==> src/rtl/uart_tx_fifo.sv <==
// ============================================================================
// Module  : uart_tx_fifo
// Brief   : Byte FIFO feeding an 8N1 serializer for the UART transmit path.
// Revision: 1.0 - initial release
// ============================================================================
`default_nettype none

module uart_tx_fifo #(
    parameter int DEPTH        = 32,
    parameter int CLKS_PER_BIT = 868
) (
    input  logic                     clk,
    input  logic                     rst,
    input  logic                     uart_fifo_write_en,
    input  logic [7:0]               uart_fifo_data,
    output logic                     tx_line,
    output logic                     tx_ready,
    output logic                     tx_busy,
    output logic [$clog2(DEPTH):0]   tx_count,
    output logic                     tx_overflow
);

    localparam int c_PTR_W  = $clog2(DEPTH);
    localparam int c_CNT_W  = c_PTR_W + 1;
    localparam int c_BAUD_W = $clog2(CLKS_PER_BIT);
    localparam logic [c_BAUD_W-1:0] c_BAUD_LAST = c_BAUD_W'(CLKS_PER_BIT - 1);
    localparam logic [c_CNT_W-1:0]  c_FULL      = c_CNT_W'(DEPTH);

    typedef enum logic [1:0] {
        ST_IDLE  = 2'd0,
        ST_START = 2'd1,
        ST_DATA  = 2'd2,
        ST_STOP  = 2'd3
    } state_t;

    state_t                r_state;
    state_t                w_state_nxt;
    logic [c_BAUD_W-1:0]   r_baud;
    logic [c_BAUD_W-1:0]   w_baud_nxt;
    logic [2:0]            r_bit_idx;
    logic [2:0]            w_bit_nxt;
    logic [7:0]            r_shift;
    logic [7:0]            w_shift_nxt;
    logic                  r_tx;
    logic                  w_tx_nxt;
    logic                  w_pop;

    logic [7:0]            r_mem [DEPTH];
    logic [c_PTR_W-1:0]    r_wr_ptr;
    logic [c_PTR_W-1:0]    r_rd_ptr;
    logic [c_CNT_W-1:0]    r_count;
    logic                  r_ovf;

    logic                  w_full;
    logic                  w_empty;
    logic                  w_push;
    logic                  w_bit_end;
    logic [7:0]            w_head;

    assign w_full    = (r_count == c_FULL);
    assign w_empty   = (r_count == '0);
    // A pop in the same cycle frees a slot, so a push into a full FIFO still lands
    assign w_push    = uart_fifo_write_en && (!w_full || w_pop);
    assign w_bit_end = (r_baud == c_BAUD_LAST);
    assign w_head    = r_mem[r_rd_ptr];

    assign tx_line     = r_tx;
    assign tx_ready    = !w_full;
    assign tx_busy     = (r_state != ST_IDLE);
    assign tx_count    = r_count;
    assign tx_overflow = r_ovf;

    always_comb begin
        w_state_nxt = r_state;
        w_baud_nxt  = r_baud;
        w_bit_nxt   = r_bit_idx;
        w_shift_nxt = r_shift;
        w_tx_nxt    = r_tx;
        w_pop       = 1'b0;
        case (r_state)
            ST_IDLE: begin
                w_tx_nxt = 1'b1;
                if (!w_empty) begin
                    w_pop       = 1'b1;
                    w_shift_nxt = w_head;
                    w_baud_nxt  = '0;
                    w_tx_nxt    = 1'b0;
                    w_state_nxt = ST_START;
                end
            end
            ST_START: begin
                if (w_bit_end) begin
                    w_baud_nxt  = '0;
                    w_bit_nxt   = 3'd0;
                    w_tx_nxt    = r_shift[0];
                    w_state_nxt = ST_DATA;
                end else begin
                    w_baud_nxt = r_baud + c_BAUD_W'(1);
                end
            end
            ST_DATA: begin
                if (w_bit_end) begin
                    w_baud_nxt = '0;
                    if (r_bit_idx == 3'd7) begin
                        w_tx_nxt    = 1'b1;
                        w_state_nxt = ST_STOP;
                    end else begin
                        w_shift_nxt = {1'b0, r_shift[7:1]};
                        w_bit_nxt   = r_bit_idx + 3'd1;
                        w_tx_nxt    = r_shift[1];
                    end
                end else begin
                    w_baud_nxt = r_baud + c_BAUD_W'(1);
                end
            end
            ST_STOP: begin
                if (w_bit_end) begin
                    w_baud_nxt = '0;
                    // Chain straight into the next start bit when more data waits
                    if (!w_empty) begin
                        w_pop       = 1'b1;
                        w_shift_nxt = w_head;
                        w_tx_nxt    = 1'b0;
                        w_state_nxt = ST_START;
                    end else begin
                        w_tx_nxt    = 1'b1;
                        w_state_nxt = ST_IDLE;
                    end
                end else begin
                    w_baud_nxt = r_baud + c_BAUD_W'(1);
                end
            end
            default: begin
                w_state_nxt = ST_IDLE;
            end
        endcase
    end

    always_ff @(posedge clk) begin
        if (!rst) begin
            r_state   <= ST_IDLE;
            r_baud    <= '0;
            r_bit_idx <= '0;
            r_shift   <= '0;
            r_tx      <= 1'b1;
            r_wr_ptr  <= '0;
            r_rd_ptr  <= '0;
            r_count   <= '0;
            r_ovf     <= 1'b0;
        end else begin
            r_state   <= w_state_nxt;
            r_baud    <= w_baud_nxt;
            r_bit_idx <= w_bit_nxt;
            r_shift   <= w_shift_nxt;
            r_tx      <= w_tx_nxt;
            r_ovf     <= uart_fifo_write_en && !w_push;
            if (w_push) begin
                r_wr_ptr <= r_wr_ptr + c_PTR_W'(1);
            end
            if (w_pop) begin
                r_rd_ptr <= r_rd_ptr + c_PTR_W'(1);
            end
            if (w_push && !w_pop) begin
                r_count <= r_count + c_CNT_W'(1);
            end else if (w_pop && !w_push) begin
                r_count <= r_count - c_CNT_W'(1);
            end
        end
    end

    // Storage needs no reset; pointers and count define which entries are valid
    always_ff @(posedge clk) begin
        if (w_push) begin
            r_mem[r_wr_ptr] <= uart_fifo_data;
        end
    end

endmodule

`default_nettype wire
==> config.mk <==
export PLATFORM = sky130hd
export DESIGN_NAME = uart_tx_fifo
export DESIGN_NICKNAME = d
export VERILOG_FILES = /design/src/rtl/uart_tx_fifo.sv
export SDC_FILE = /design/constraint.sdc
export NUM_CORES = 1
export LEC_CHECK = 0
export BUFFER_PORTS_ARGS = -buffer_cell sky130_fd_sc_hd__buf_2
export CORE_MARGIN = 5
export CORE_UTILIZATION = 50
export CTS_CLUSTER_DIAMETER = 100
export DETAILED_ROUTE_END_ITERATION = 8
export PLACE_DENSITY = 0.7
export SYNTH_ARGS = -nofsm -noshare
export SYNTH_HDL_FRONTEND = slang
export SYNTH_SLANG_ARGS = --single-unit
==> constraint.sdc <==
create_clock -name clk -period 3.5 [get_ports clk]
set_clock_uncertainty 0.15 [all_clocks]
set_input_delay 0.525 -clock clk [delete_from_list [all_inputs] [get_ports clk]]
set_output_delay 0.525 -clock clk [all_outputs]
set_load 0.02 [all_outputs]
Yosys cells after proc, flatten, opt, wreduce, memory -nomap -nowiden
Memories as Yosys holds them, arrays and structs flattened. A register that Yosys moved wholly into a read port is not among the register bits.
Cells that the tools add are included.
{ "word_totals": {"ram_bits": 256, "latch_bits": 0, "inputBits": 11, "out_inout_bits": 10, "memories": 1, "rom_bits": 0, "ff_bits": 41, "elab_cells": 81} }
{ "mem_list": {"columns": ["memory", "words", "width", "rd", "rd_ports_with_merged_regs", "write_ports", "line", "rtl"], "rows": [
  ["r_mem", 32, 8, 1, 1, 1, "48", "logic [7:0] r_mem [DEPTH];"]
]} }
{ "op_classes": {"eq_ne": 12, "add_sub_neg": 6, "shifts": 0, "order_cmp": 0, "bitwise": 0, "div": 0, "mux": 34, "n_mul": 0, "reduce_logical": 19} }
{ "op_table": {"columns": ["op", "n"], "rows": [
  ["$mux 8", 4],
  ["$pmux 8 s3", 1],
  ["$mux 10", 2],
  ["$pmux 10 s2", 1],
  ["$mux 6", 2],
  ["$ne 2x2->1 const B", 6],
  ["$add 10x1->10 const B", 1],
  ["$add 5x1->5 const B", 2],
  ["$eq 10x10->1 const B", 1],
  ["$mux 1", 10],
  ["$mux 2", 5],
  ["$mux 5", 2],
  ["$mux 3", 3],
  ["$pmux 2 s4", 1],
  ["$reduce_and 4->1", 2],
  ["$add 6x1->6 const B", 1],
  ["$eq 6x6->1 const B", 1],
  ["$logic_not 6->1", 1],
  ["$pmux 3 s2", 1],
  ["$reduce_bool 2->1", 3],
  ["$sub 6x1->6 const B", 1],
  ["$reduce_and 5->1", 1],
  ["$eq 2x2->1 const B", 2],
  ["$logic_and 1x1->1", 4],
  ["11 further kinds", 13]
]} }

Depth between registers and ports, before layout
Gate-level depths: netlist of run 1.
{ "depth": {"depth_word": 10, "depth_mapped": 14} }

Least setup slack after synthesis of run 1
Ideal clock, no wire load.
{ "synth_path": {"path_type": "register to register", "from": "reg r_count[0], in the netlist tx_count[0]", "to": "reg r_count[5], in the netlist tx_count[5]", "arrival_time_ps": 3028, "stages_incl_launch_ff": 14, "setup_ps": 72, "slack_ps": 250, "required_ps": 3278, "cell_sequence": "dfxtp_1 or4_1 buf_6 o31ai_4 nor2_4 inv_1 ha_1 inv_1 ha_1 a21o_2 a21oi_1 o21ai_0 o311ai_0 mux2i_1"} }
{ "synth_between": {"elab_chain_cells": 9, "word_cells_on_any_way": 17} }
{ "synth_lines": {"columns": ["element", "line", "rtl"], "rows": [
  ["from (decl)", "51", "logic [c_CNT_W-1:0] r_count;"],
  ["from (signal assigned)", "164", "r_count <= r_count + c_CNT_W'(1);"],
  ["from (signal assigned)", "166", "r_count <= r_count - c_CNT_W'(1);"],
  ["$logic_not 6->1", "61", "assign w_empty = (r_count == '0);"],
  ["$mux 1", "83, 120", null],
  ["$mux 1", "117", "if (w_bit_end) begin"],
  ["$pmux 1 s2", "80", "case (r_state)"],
  ["$logic_or 1x1->1", "63", "assign w_push = uart_fifo_write_en && (!w_full || w_pop);"],
  ["$logic_and 1x1->1", "63", null],
  ["$logic_not 1->1", "165", "end else if (w_pop && !w_push) begin"],
  ["$logic_and 1x1->1", "165", null],
  ["$reduce_bool 2->1 (no line)", null, null]
]} }
Parallel ways exist; a longest one is shown, timed or not. The select of a mux whose other input is x is not followed.
A chain may end at the register's enable or synchronous reset.

Worst setup path after layout of run 1
Same ends and word-level chain as after synthesis.

==> impl_metrics.env, run 1 <==
export IMPL_fin_crit_sh_pct=93.4
export IMPL_worst_slew_pin_slew_ns=0.940
export IMPL_cts_root_buf="clkbuf_16"
export IMPL_insertion_delay_ns=0.56
export IMPL_multi_input_area_um2=3580
export IMPL_synth_edf_count=256
export IMPL_grt_pass1_wl_mm=40.6
export IMPL_ant_nets=0
export IMPL_maxCapViolCount=0
export IMPL_cts_tree="yes"
export IMPL_dp_hpwl_mm=17.0
export IMPL_dieArea_um2=28000
export IMPL_drt_initial_drc_count=667
export IMPL_die_w_um=167
export IMPL_syn_inst=735
export IMPL_netlist_area_um2=12400
export IMPL_hold_path_class="primary input to flop"
export IMPL_synth_adder_area_share_pct=2.08
export IMPL_port_buffer_count=20
export IMPL_io_pins=21
export IMPL_clock_sinks=302
export IMPL_irDropWorstVdd_uv=467
export IMPL_nFillCells=1864
export IMPL_die_h_um=167
export IMPL_wirelength_mm=25.9
export IMPL_muxShareOfSynthArea_pct=12.8
export IMPL_setup_slack_ns=0.232
export IMPL_clock_path_buffers=3
export IMPL_setup_tns_final_ns=0
export IMPL_power_density_nw_per_um2=705
export IMPL_slew_viol_final=0
export IMPL_area_delta_synth_final_pct=12.8
export IMPL_rsz0062_at_grt="false"
export IMPL_cp_max_fo=6
export IMPL_antenna_found_initial=0
export IMPL_gr_usage_met2_pct=30.6
export IMPL_synth_top_family_by_area="multiplexers"
export IMPL_required_ns=3.77
export IMPL_finalSetupViolations=0
export IMPL_yosysWarnings=0
export IMPL_num_vias=6802
export IMPL_grtUsageMet3_pct=3.75
export IMPL_fin_util_pct=57.3
export IMPL_crit_type="flop to flop"
export IMPL_gp_congestion=0.875
export IMPL_grtUsageTotal_pct=18.4
export IMPL_end_kind="flop"
export IMPL_coreArea_um2=24400
export IMPL_synth_compound_area_share_pct=5.93
export IMPL_routedWlPerCell_um=22.9
export IMPL_cts_buffers=30
export IMPL_synth_simple_area_share_pct=7.28
export IMPL_insertedDiodeCount=0
export IMPL_cp_start_kind="flop"
export IMPL_grt_pass1_vias=6970
export IMPL_grt_overflow_total=0
export IMPL_hold_viol_final=0
export IMPL_synth_seq_cells=302
export IMPL_start_util_pct=50.8
export IMPL_htreeDepth=1
export IMPL_seq_area_frac_synth_pct=69.4
export IMPL_syn_nets=766
export IMPL_worstPathArrival_ns=3.53
export IMPL_status="completed"
export IMPL_firstDrtPassIters=6
export IMPL_place_area_um2=13000
export IMPL_grt_max_degree=34
export IMPL_synth_area_per_cell_um2=16.9
export IMPL_synthArstFlopShare_pct=0
export IMPL_place_ws_ns=0.133
export IMPL_fp_row_count=57
export IMPL_max_freq_ghz=0.306
export IMPL_vias_per_cell=6.04
export IMPL_top_usage_layer="met2"
export IMPL_drive_above_1_share_pct=23.8
export IMPL_grt_use_met1_pct=25.7
export IMPL_fin_area_um2=14000
export IMPL_drcViolationCount=0
export IMPL_leakagePower_nw=4.47
export IMPL_final_seq_area_um2=8610
export IMPL_period_minus_slack_ns=3.27
export IMPL_final_nets=810
export IMPL_cts_setup_buffers=0
export IMPL_ys_types=70
export IMPL_slew_headroom_pct=36.9
export IMPL_ys_flop_type="edfxtp_1"
export IMPL_synthXorXnorAreaFrac_pct=0.706
export IMPL_clkTransAtPathRegs_ns=0.06
critical path, cell delays in order (launching register included):
cell      delay, ns
dfxtp_1        0.37
or4_1          0.62
o31ai_4        0.35
nor2_4         0.07
inv_1          0.07
ha_1           0.24
inv_2          0.11
ha_1           0.35
nor2b_1        0.16
a311oi_1       0.32
o311ai_1       0.19
mux2i_1        0.15
through the flow:
step	instances	hold WS, ns	total power, mW
after floorplan	735	0.286	6.06
after global placement	1071	0.294	6.58
after detailed placement	1071	0.319	6.69
after CTS	1127	0.171	9.88
after global routing	1127	0.187	10.3
final	1127	0.188	9.85
cell usage in the layout (no fill, tap or decap), types with 6 or more instances in the layout:
| master | n |
|---|---|
| edfxtp_1 | 256 |
| clkinv_1 | 7 |
| buf_2 | 20 |
| mux4_2 | 65 |
| mux2i_1 | 8 |
| clkbuf_16 | 30 |
| dfxtp_1 | 44 |
| buf_4 | 27 |
| a22oi_1 | 6 |
| nand2_1 | 34 |
| nor2_1 | 75 |
| inv_1 | 9 |
| o21ai_0 | 6 |
| ha_1 | 19 |
| o21ai_2 | 6 |
| o22ai_1 | 11 |
| xnor2_1 | 8 |
| nor3_1 | 26 |
| nand3_1 | 12 |
| a21oi_1 | 13 |
area by class of cell:
type	count	share of cell area, %
flip-flops and latches	302	61.6
multi-input cells	384	25.6
clock buffers	37	5.70
well taps	324	2.90
repair buffers	49	2.45
clock inverters	19	1.45
inverters	12	0.322
routing by layer:
layer  wire length, µm  vias up
li1                  -     3021
met1             10500     3452
met2             12800      283
met3              1910       46
met4               602        0
met5                 0        -
path summary, 6_finish.rpt:
check	start	to	slack, ns	cells after the start
max	tx_count[0]$_SDFFE_PN0P_	tx_count[5]$_SDFFE_PN0P_	0.23	11
min	uart_fifo_write_en	tx_overflow$_SDFF_PN0_	0.19	3
max reg2reg	tx_count[0]$_SDFFE_PN0P_	tx_count[5]$_SDFFE_PN0P_	0.23	11
min reg2reg	r_bit_idx[1]$_SDFFE_PN0P_	r_bit_idx[1]$_SDFFE_PN0P_	0.32	2
synthesized netlist by cell type (3+ instances only):
library cell / n / area, µm²
nor3_1: 26 / 130
and3_1: 4 / 25.0
buf_1: 5 / 18.8
mux2_2: 4 / 45.0
nand3_1: 12 / 60.1
o22ai_1: 11 / 68.8
ha_1: 19 / 238
a22oi_1: 6 / 45.0
nor2_1: 75 / 282
nor3b_1: 5 / 37.5
mux4_2: 65 / 1460
xnor2_1: 8 / 70.1
o221ai_1: 4 / 35.0
edfxtp_1: 256 / 7690
inv_1: 11 / 41.3
buf_2: 15 / 75.1
a41oi_1: 3 / 26.3
o21ai_0: 6 / 30.0
dfxtp_1: 46 / 921
nand2b_1: 3 / 18.8
a31oi_1: 3 / 18.8
o211ai_1: 4 / 30.0
nor4_1: 5 / 31.3
o2111ai_1: 4 / 35.0
a21oi_1: 14 / 70.1
nand3b_1: 3 / 22.5
mux2i_1: 8 / 80.1
o21ai_2: 6 / 52.6
nand4b_1: 3 / 26.3
o211ai_4: 3 / 63.8
clkbuf_1: 15 / 56.3
nand2_1: 34 / 128
where the power goes:
part / switching (mW) / total [mW] / leakage [nW] / internal (mW)
combinational: 1.35 / 2.39 / 1.31 / 1.04
sequential: 0.189 / 4.25 / 2.68 / 4.06
clock: 1.30 / 3.21 / 0.484 / 1.91
total: 2.84 / 9.85 / 4.47 / 7.01
cell families after synthesis:
logic type / count (synthesis)
XOR/XNOR: 10
adder cells (fa/ha/maj): 20
AO/OA/AOI/OAI: 89
multiplexers: 77
flip-flops: 302
AND/OR/NAND/NOR: 188
buffers and inverters: 49
registers in the layout, indices dropped and copies added, names as in the netlist, named ones only:
name and flops:
tx_line 1, r_shift 8, r_bit_idx 3, r_baud 10, r_wr_ptr 5, tx_count 6
r_rd_ptr 5, r_mem 256, r_state 2, tx_overflow 1
what timing repair did:
item / in CTS / in global routing
hold buffers: 0 / 0
endpoints found under the setup margin: 0 / 3
resized for setup: 0 / 4
(Power assumes the default switching activity.)
==> inputs of run 2 (changes only) <==
--- a/config.mk
+++ b/config.mk
@@ -5,11 +5,12 @@
 export SDC_FILE = /design/constraint.sdc
 export NUM_CORES = 1
 export LEC_CHECK = 0
-export BUFFER_PORTS_ARGS = -buffer_cell sky130_fd_sc_hd__buf_2
+export BUFFER_PORTS_ARGS = -buffer_cell sky130_fd_sc_hd__buf_4
 export CORE_MARGIN = 5
 export CORE_UTILIZATION = 50
 export CTS_CLUSTER_DIAMETER = 100
 export DETAILED_ROUTE_END_ITERATION = 8
+export GPL_TIMING_DRIVEN = 0
 export PLACE_DENSITY = 0.7
 export SYNTH_ARGS = -nofsm -noshare
 export SYNTH_HDL_FRONTEND = slang
==> run 2 against run 1 <==
Hold slack worse by 0.011 ns. Sequential power down 2%. Critical path type unchanged. Highest routed layer unchanged. Cell count up 0.80%. Sequential cell count unchanged.
==> impl_metrics.env, run 2 (synthesis gave the netlist of run 1 again) <==
export IMPL_ctsHoldBuffers=0
export IMPL_fp_row_count=57
export IMPL_drt_initial_drc_count=603
export IMPL_fin_util_pct=57.2
export IMPL_p_seq_share_pct=42.1
export IMPL_fin_crit_sh_pct=95.1
export IMPL_max_freq_ghz=0.300
export IMPL_clkPwrFrac_pct=31.2
export IMPL_power_density_nw_per_um2=708
export IMPL_cp_start_kind="flop"
export IMPL_gp_congestion=0.837
export IMPL_end_kind="flop"
export IMPL_num_vias=6915
export IMPL_drive_above_1_share_pct=22.2
export IMPL_top_regs="r_mem: 256 flops, r_baud: 10 flops, r_shift: 8 flops"
export IMPL_clkTransAtPathRegs_ns=0.06
export IMPL_worst_slew_pin_slew_ns=0.952
export IMPL_htreeDepth=1
export IMPL_routedWlPerCell_um=23.8
export IMPL_clock_path_buffers=3
export IMPL_hold_viol_final=0
export IMPL_cpMaxStageDelayCell="or4_1"
export IMPL_worstPathArrival_ns=3.61
export IMPL_grtUsageTotal_pct=19.5
export IMPL_final_nets=821
export IMPL_cts_buffers=30
export IMPL_crit_type="flop to flop"
export IMPL_required_ns=3.78
export IMPL_rsz0062_at_grt="false"
export IMPL_multi_input_area_um2=3610
export IMPL_clock_sinks=302
export IMPL_drcViolationCount=0
export IMPL_maxCapViolCount=0
export IMPL_grt_pass1_wl_mm=42.3
export IMPL_setup_slack_ns=0.171
export IMPL_irDropWorstVdd_uv=418
export IMPL_final_cell_mix="256 x edfxtp_1, 75 x nor2_1, 65 x mux4_2, 46 x dfxtp_1, 34 x nand2_1"
export IMPL_finalSetupViolations=0
export IMPL_final_seq_area_um2=8610
export IMPL_cp_max_fo=7
export IMPL_insertedDiodeCount=0
export IMPL_grt_max_degree=33
export IMPL_regMostFlops="r_mem"
export IMPL_port_buffer_count=19
export IMPL_timing_hold_ws_ns=0.177
export IMPL_dieArea_um2=28000
export IMPL_leakagePower_nw=4.42
export IMPL_slew_viol_final=0
export IMPL_grt_pass1_vias=7221
export IMPL_vias_per_cell=6.09
export IMPL_status="completed"
export IMPL_period_minus_slack_ns=3.33
export IMPL_final_common_cell="edfxtp_1"
export IMPL_slowest_delay_ns=0.56
export IMPL_intPower_mw=6.97
export IMPL_die_w_um=167
export IMPL_slew_headroom_pct=36.3
export IMPL_firstDrtPassIters=5
export IMPL_area_delta_synth_final_pct=12.5
export IMPL_largest_reg_flops=256
export IMPL_io_pins=21
export IMPL_dp_hpwl_mm=18.1
export IMPL_hold_path_class="primary input to flop"
export IMPL_cts_root_buf="clkbuf_16"
export IMPL_start_util_pct=50.8
export IMPL_combPwrFrac_pct=26.7
export IMPL_grt_overflow_total=0
export IMPL_nFillCells=1871
export IMPL_cts_tree="yes"
export IMPL_antenna_found_initial=0
export IMPL_p_sw_share_pct=29.4
export IMPL_insertion_delay_ns=0.56
export IMPL_coreArea_um2=24400
export IMPL_wirelength_mm=27.1
export IMPL_place_ws_ns=-0.235
export IMPL_ant_nets=0
export IMPL_p_switching_mw=2.90
export IMPL_die_h_um=167
export IMPL_cp_cell_sequence="or4_1, buf_6, o31ai_4, nor2_4, inv_1, ha_2, inv_2, ha_1, nor2b_2, a311oi_2, o311ai_2, mux2i_1"
## run 2: path summary, 6_finish.rpt
kind	startpoint	cells past startpoint	endpoint	slack (ns)
max	tx_count[0]$_SDFFE_PN0P_	12	tx_count[5]$_SDFFE_PN0P_	0.17
min	uart_fifo_write_en	3	tx_overflow$_SDFF_PN0_	0.18
max reg2reg	tx_count[0]$_SDFFE_PN0P_	12	tx_count[5]$_SDFFE_PN0P_	0.17
min reg2reg	r_bit_idx[2]$_SDFFE_PN0P_	2	r_bit_idx[2]$_SDFFE_PN0P_	0.33
## run 2: layout make-up
class / instances / area share, %
multi-input combinational: 384 / 25.9
buffer: 37 / 1.24
clock inverter: 15 / 1.11
clock buffer: 39 / 5.62
inverter: 12 / 0.323
timing repair buffer: 23 / 1.24
sequential: 302 / 61.7
tap: 324 / 2.91
## run 2: stage by stage
stage | instances | setup TNS (ns) | power (mW) | instance area, µm²
CTS | 1134 | 0 | 9.85 | 13900
floorplan | 735 | 0 | 6.06 | 12400
finish | 1136 | 0 | 9.88 | 14000
global route | 1136 | 0 | 10.3 | 14000
global placement | 1078 | -0.0901 | 6.60 | 12900
detailed placement | 1078 | -0.295 | 6.72 | 12900
## run 2: worst max-delay path, delay by kind of cell (launching register included)
family	cells	cell delay, ns
mux	1	0.14
buf+inv	3	0.33
flops	1	0.38
fa+ha+maj	2	0.59
compound gates	3	0.79
simple gates	3	0.83
## run 2: power by group through the flow
stage	clock [mW]	combinational [mW]	sequential [mW]
after floorplan	0	1.82	4.24
after global placement	0	2.38	4.22
after detailed placement	0	2.49	4.23
after CTS	3.12	2.56	4.16
after global routing	3.29	2.85	4.17
final	3.08	2.63	4.16
## run 2: timing repair
| action | 4_1_cts | 5_1_grt |
|---|---|---|
| setup buffers | 2 | 2 |
| hold endpoints to repair | 0 | 0 |
| gates resized for setup | 5 | 5 |
| pin swaps | 2 | 1 |
| endpoints found under the setup margin | 3 | 3 |
| gates cloned | 0 | 0 |
## run 2: routing by layer
metal  GRT usage, %  vias to the layer above  part of all wire (%)
met1           26.2                     3533                    40
met2           32.3                      283                    49
met4           5.22                        0                   2.5
met5              0                        -                     0
met3           4.69                       51                   8.8
li1               -                     3048                     -
==> inputs of run 3 (changes only) <==
--- a/config.mk
+++ b/config.mk
@@ -5,6 +5,7 @@
 export SDC_FILE = /design/constraint.sdc
 export NUM_CORES = 1
 export LEC_CHECK = 0
+export ABC_AREA = 1
 export BUFFER_PORTS_ARGS = -buffer_cell sky130_fd_sc_hd__buf_4
 export CORE_MARGIN = 5
 export CORE_UTILIZATION = 50
==> run 3 against run 2 <==
Worst setup slack better by 0.14 ns. Total power up 0.55%. Fmax up 4.3%. Cell count up 54%. Non-clock buffer count up 20. Clock-buffer cell count up 2. Critical path depth up 7. Register-to-register slack better by 0.14 ns. Synthesized cell count up 83%. Core utilization down 0.35 points.
==> impl_metrics.env, run 3 <==
export IMPL_combPwrFrac_pct=27.6
export IMPL_fin_util_pct=56.9
export IMPL_grt_max_degree=33
export IMPL_final_cell_mix="459 x nand2_1, 256 x edfxtp_1, 184 x nand3_1, 128 x inv_1, 70 x nor2_1"
export IMPL_ys_flop_type="edfxtp_1"
export IMPL_period_minus_slack_ns=3.19
export IMPL_grt_pass1_wl_mm=51.1
export IMPL_place_area_um2=13900
export IMPL_die_h_um=173
export IMPL_clkPwrFrac_pct=30.9
export IMPL_nFillCells=2253
export IMPL_hold_viol_final=0
export IMPL_die_w_um=173
export IMPL_drcViolationCount=0
export IMPL_area_delta_synth_final_pct=11.4
export IMPL_firstDrtPassIters=6
export IMPL_ys_types=39
export IMPL_seq_area_frac_synth_pct=64.6
export IMPL_synth_seq_cells=302
export IMPL_final_common_cell="nand2_1"
export IMPL_drive_above_1_share_pct=8.59
export IMPL_cp_start_kind="flop"
export IMPL_synth_edf_count=256
export IMPL_syn_nets=1376
export IMPL_gp_congestion=0.913
export IMPL_num_vias=9525
export IMPL_worst_slew_pin_slew_ns=1.28
export IMPL_intPower_mw=6.62
export IMPL_place_ws_ns=0.373
export IMPL_power_density_nw_per_um2=668
export IMPL_syn_inst=1345
export IMPL_regMostFlops="r_mem"
export IMPL_max_freq_ghz=0.313
export IMPL_hold_path_class="primary input to flop"
export IMPL_p_switching_mw=3.31
export IMPL_p_seq_share_pct=41.6
export IMPL_ff2ff_setup_slack_ns=0.31
export IMPL_wirelength_mm=33.4
export IMPL_clock_path_buffers=3
export IMPL_coreArea_um2=26100
export IMPL_cts_tree="yes"
export IMPL_synth_common_cells="459 x nand2_1, 256 x edfxtp_1, 184 x nand3_1"
export IMPL_clock_sinks=302
export IMPL_rsz0062_at_grt="false"
export IMPL_maxCapViolCount=0
export IMPL_finalSetupViolations=0
export IMPL_cp_max_fo=7
export IMPL_ant_nets=0
export IMPL_port_buffer_count=20
export IMPL_drt_initial_drc_count=1062
export IMPL_end_kind="flop"
export IMPL_grt_overflow_total=0
export IMPL_grt_pass1_vias=8808
export IMPL_synth_top_area_cell="edfxtp_1"
export IMPL_vias_per_cell=5.43
export IMPL_fp_row_count=59
export IMPL_ctsHoldBuffers=0
export IMPL_cts_setup_buffers=0
export IMPL_largest_reg_flops=256
export IMPL_worstPathArrival_ns=3.53
export IMPL_clkTransAtPathRegs_ns=0.06
export IMPL_io_pins=21
export IMPL_timing_hold_ws_ns=0.0917
export IMPL_dieArea_um2=30000
export IMPL_cts_buffers=30
export IMPL_insertedDiodeCount=0
export IMPL_insertion_delay_ns=0.56
export IMPL_synth_area_per_cell_um2=9.91
export IMPL_antenna_found_initial=0
export IMPL_top_regs="r_mem: 256 flops, r_baud: 10 flops, r_shift: 8 flops"
export IMPL_synthTopCellsByArea="edfxtp_1 58%, nand2_1 13%, dfxtp_1 6.9%"
export IMPL_setup_tns_final_ns=0
export IMPL_start_util_pct=51.0
export IMPL_synthArstFlopShare_pct=0
export IMPL_p_sw_share_pct=33.4
export IMPL_cts_resized=0
export IMPL_grtUsageTotal_pct=21.9
export IMPL_setup_slack_ns=0.310
export IMPL_dp_hpwl_mm=22.9
export IMPL_synth_most_common_cell="nand2_1"
export IMPL_yosysWarnings=0
export IMPL_fin_crit_sh_pct=91.2
export IMPL_final_nets=1428
export IMPL_cts_root_buf="clkbuf_16"
export IMPL_htreeDepth=1
export IMPL_status="completed"
export IMPL_required_ns=3.84
export IMPL_synth_top_area_share_pct=57.6
export IMPL_irDropWorstVdd_uv=485
export IMPL_slew_viol_final=0
export IMPL_crit_type="flop to flop"
export IMPL_leakagePower_nw=6.03
export IMPL_routedWlPerCell_um=19.0
export IMPL_slew_headroom_pct=14.6
export IMPL_netlist_area_um2=13300
export IMPL_fin_area_um2=14900
-- run 3: cell count changes after synthesis, moves of 23 or more --
cell	delta
o21ai_0	+24
nand2_1	+425
inv_1	+117
nand3_1	+172
mux4_2	-65
nor3_1	-23
-- run 3: critical path: stages (launching register included) --
cell      delay [ns]
dfxtp_1         0.45
inv_1           0.13
ha_1            0.32
inv_1           0.08
nand2_1         0.06
inv_1           0.12
nand3_4         0.10
nand2_4         0.10
nand2_4         0.10
inv_6           0.12
ha_1            0.20
inv_1           0.13
ha_1            0.37
nand2_1         0.09
inv_1           0.05
nand4_1         0.08
o211ai_1        0.12
xor2_1          0.16
nand2_1         0.06
a21oi_1         0.11
-- run 3: cells by family (layout without fill, tap and decap cells) --
| kind of cell | Yosys count | in the layout | synth area share, % |
|---|---|---|---|
| adders and majority gates | 20 | 20 | 1.93 |
| DFF | 302 | 302 | 64.6 |
| xor gates and xnor gates | 10 | 10 | 0.657 |
| and+or+nand+nor | 740 | 740 | 23.8 |
| AOI/OAI and AO/OA | 80 | 80 | 3.27 |
| buffers and inverters | 193 | 268 | 5.83 |
-- run 3: per-stage QoR --
step / power, mW / instances
2_1_floorplan: 6.03 / 1345
3_3_place_gp: 6.86 / 1700
3_5_place_dp: 6.91 / 1700
4_1_cts: 9.94 / 1755
5_1_grt: 10.4 / 1755
6_report: 9.93 / 1755
-- run 3: area by class of cell --
class / count / area (µm²) / share of cell area, %
clock buffer: 41 / 875 / 5.89
tap: 335 / 419 / 2.82
sequential: 302 / 8610 / 57.9
buffer: 60 / 273 / 1.84
multi-input combinational: 850 / 3950 / 26.6
inverter: 133 / 504 / 3.39
clock inverter: 14 / 77.6 / 0.522
timing repair buffer: 20 / 150 / 1.01
-- run 3: final timing paths --
| path | to | from | depth (start not counted) |
|---|---|---|---|
| setup reg to reg | tx_count[5]$_SDFFE_PN0P_ | r_state[0]$_SDFFE_PN0P_ | 19 |
| setup / recovery | tx_count[5]$_SDFFE_PN0P_ | r_state[0]$_SDFFE_PN0P_ | 19 |
| hold reg to reg | r_shift[7]$_SDFFE_PN0P_ | r_shift[7]$_SDFFE_PN0P_ | 2 |
| hold / removal | tx_overflow$_SDFF_PN0_ | uart_fifo_write_en | 3 |
-- run 3: routing by layer --
metal,wire (µm),GRT usage [%]
met1,14600,32.4
met2,14900,33.8
met3,3050,3.60
met4,856,6.22
met5,0,0
-- run 3: power by group through the flow --
stage | Clock, mW | Sequential, mW | Combinational (mW)
2_1_floorplan | 0 | 4.22 | 1.81
3_3_place_gp | 0 | 4.20 | 2.66
3_5_place_dp | 0 | 4.20 | 2.70
4_1_cts | 3.10 | 4.13 | 2.72
5_1_grt | 3.25 | 4.14 | 3.05
6_report | 3.06 | 4.13 | 2.74
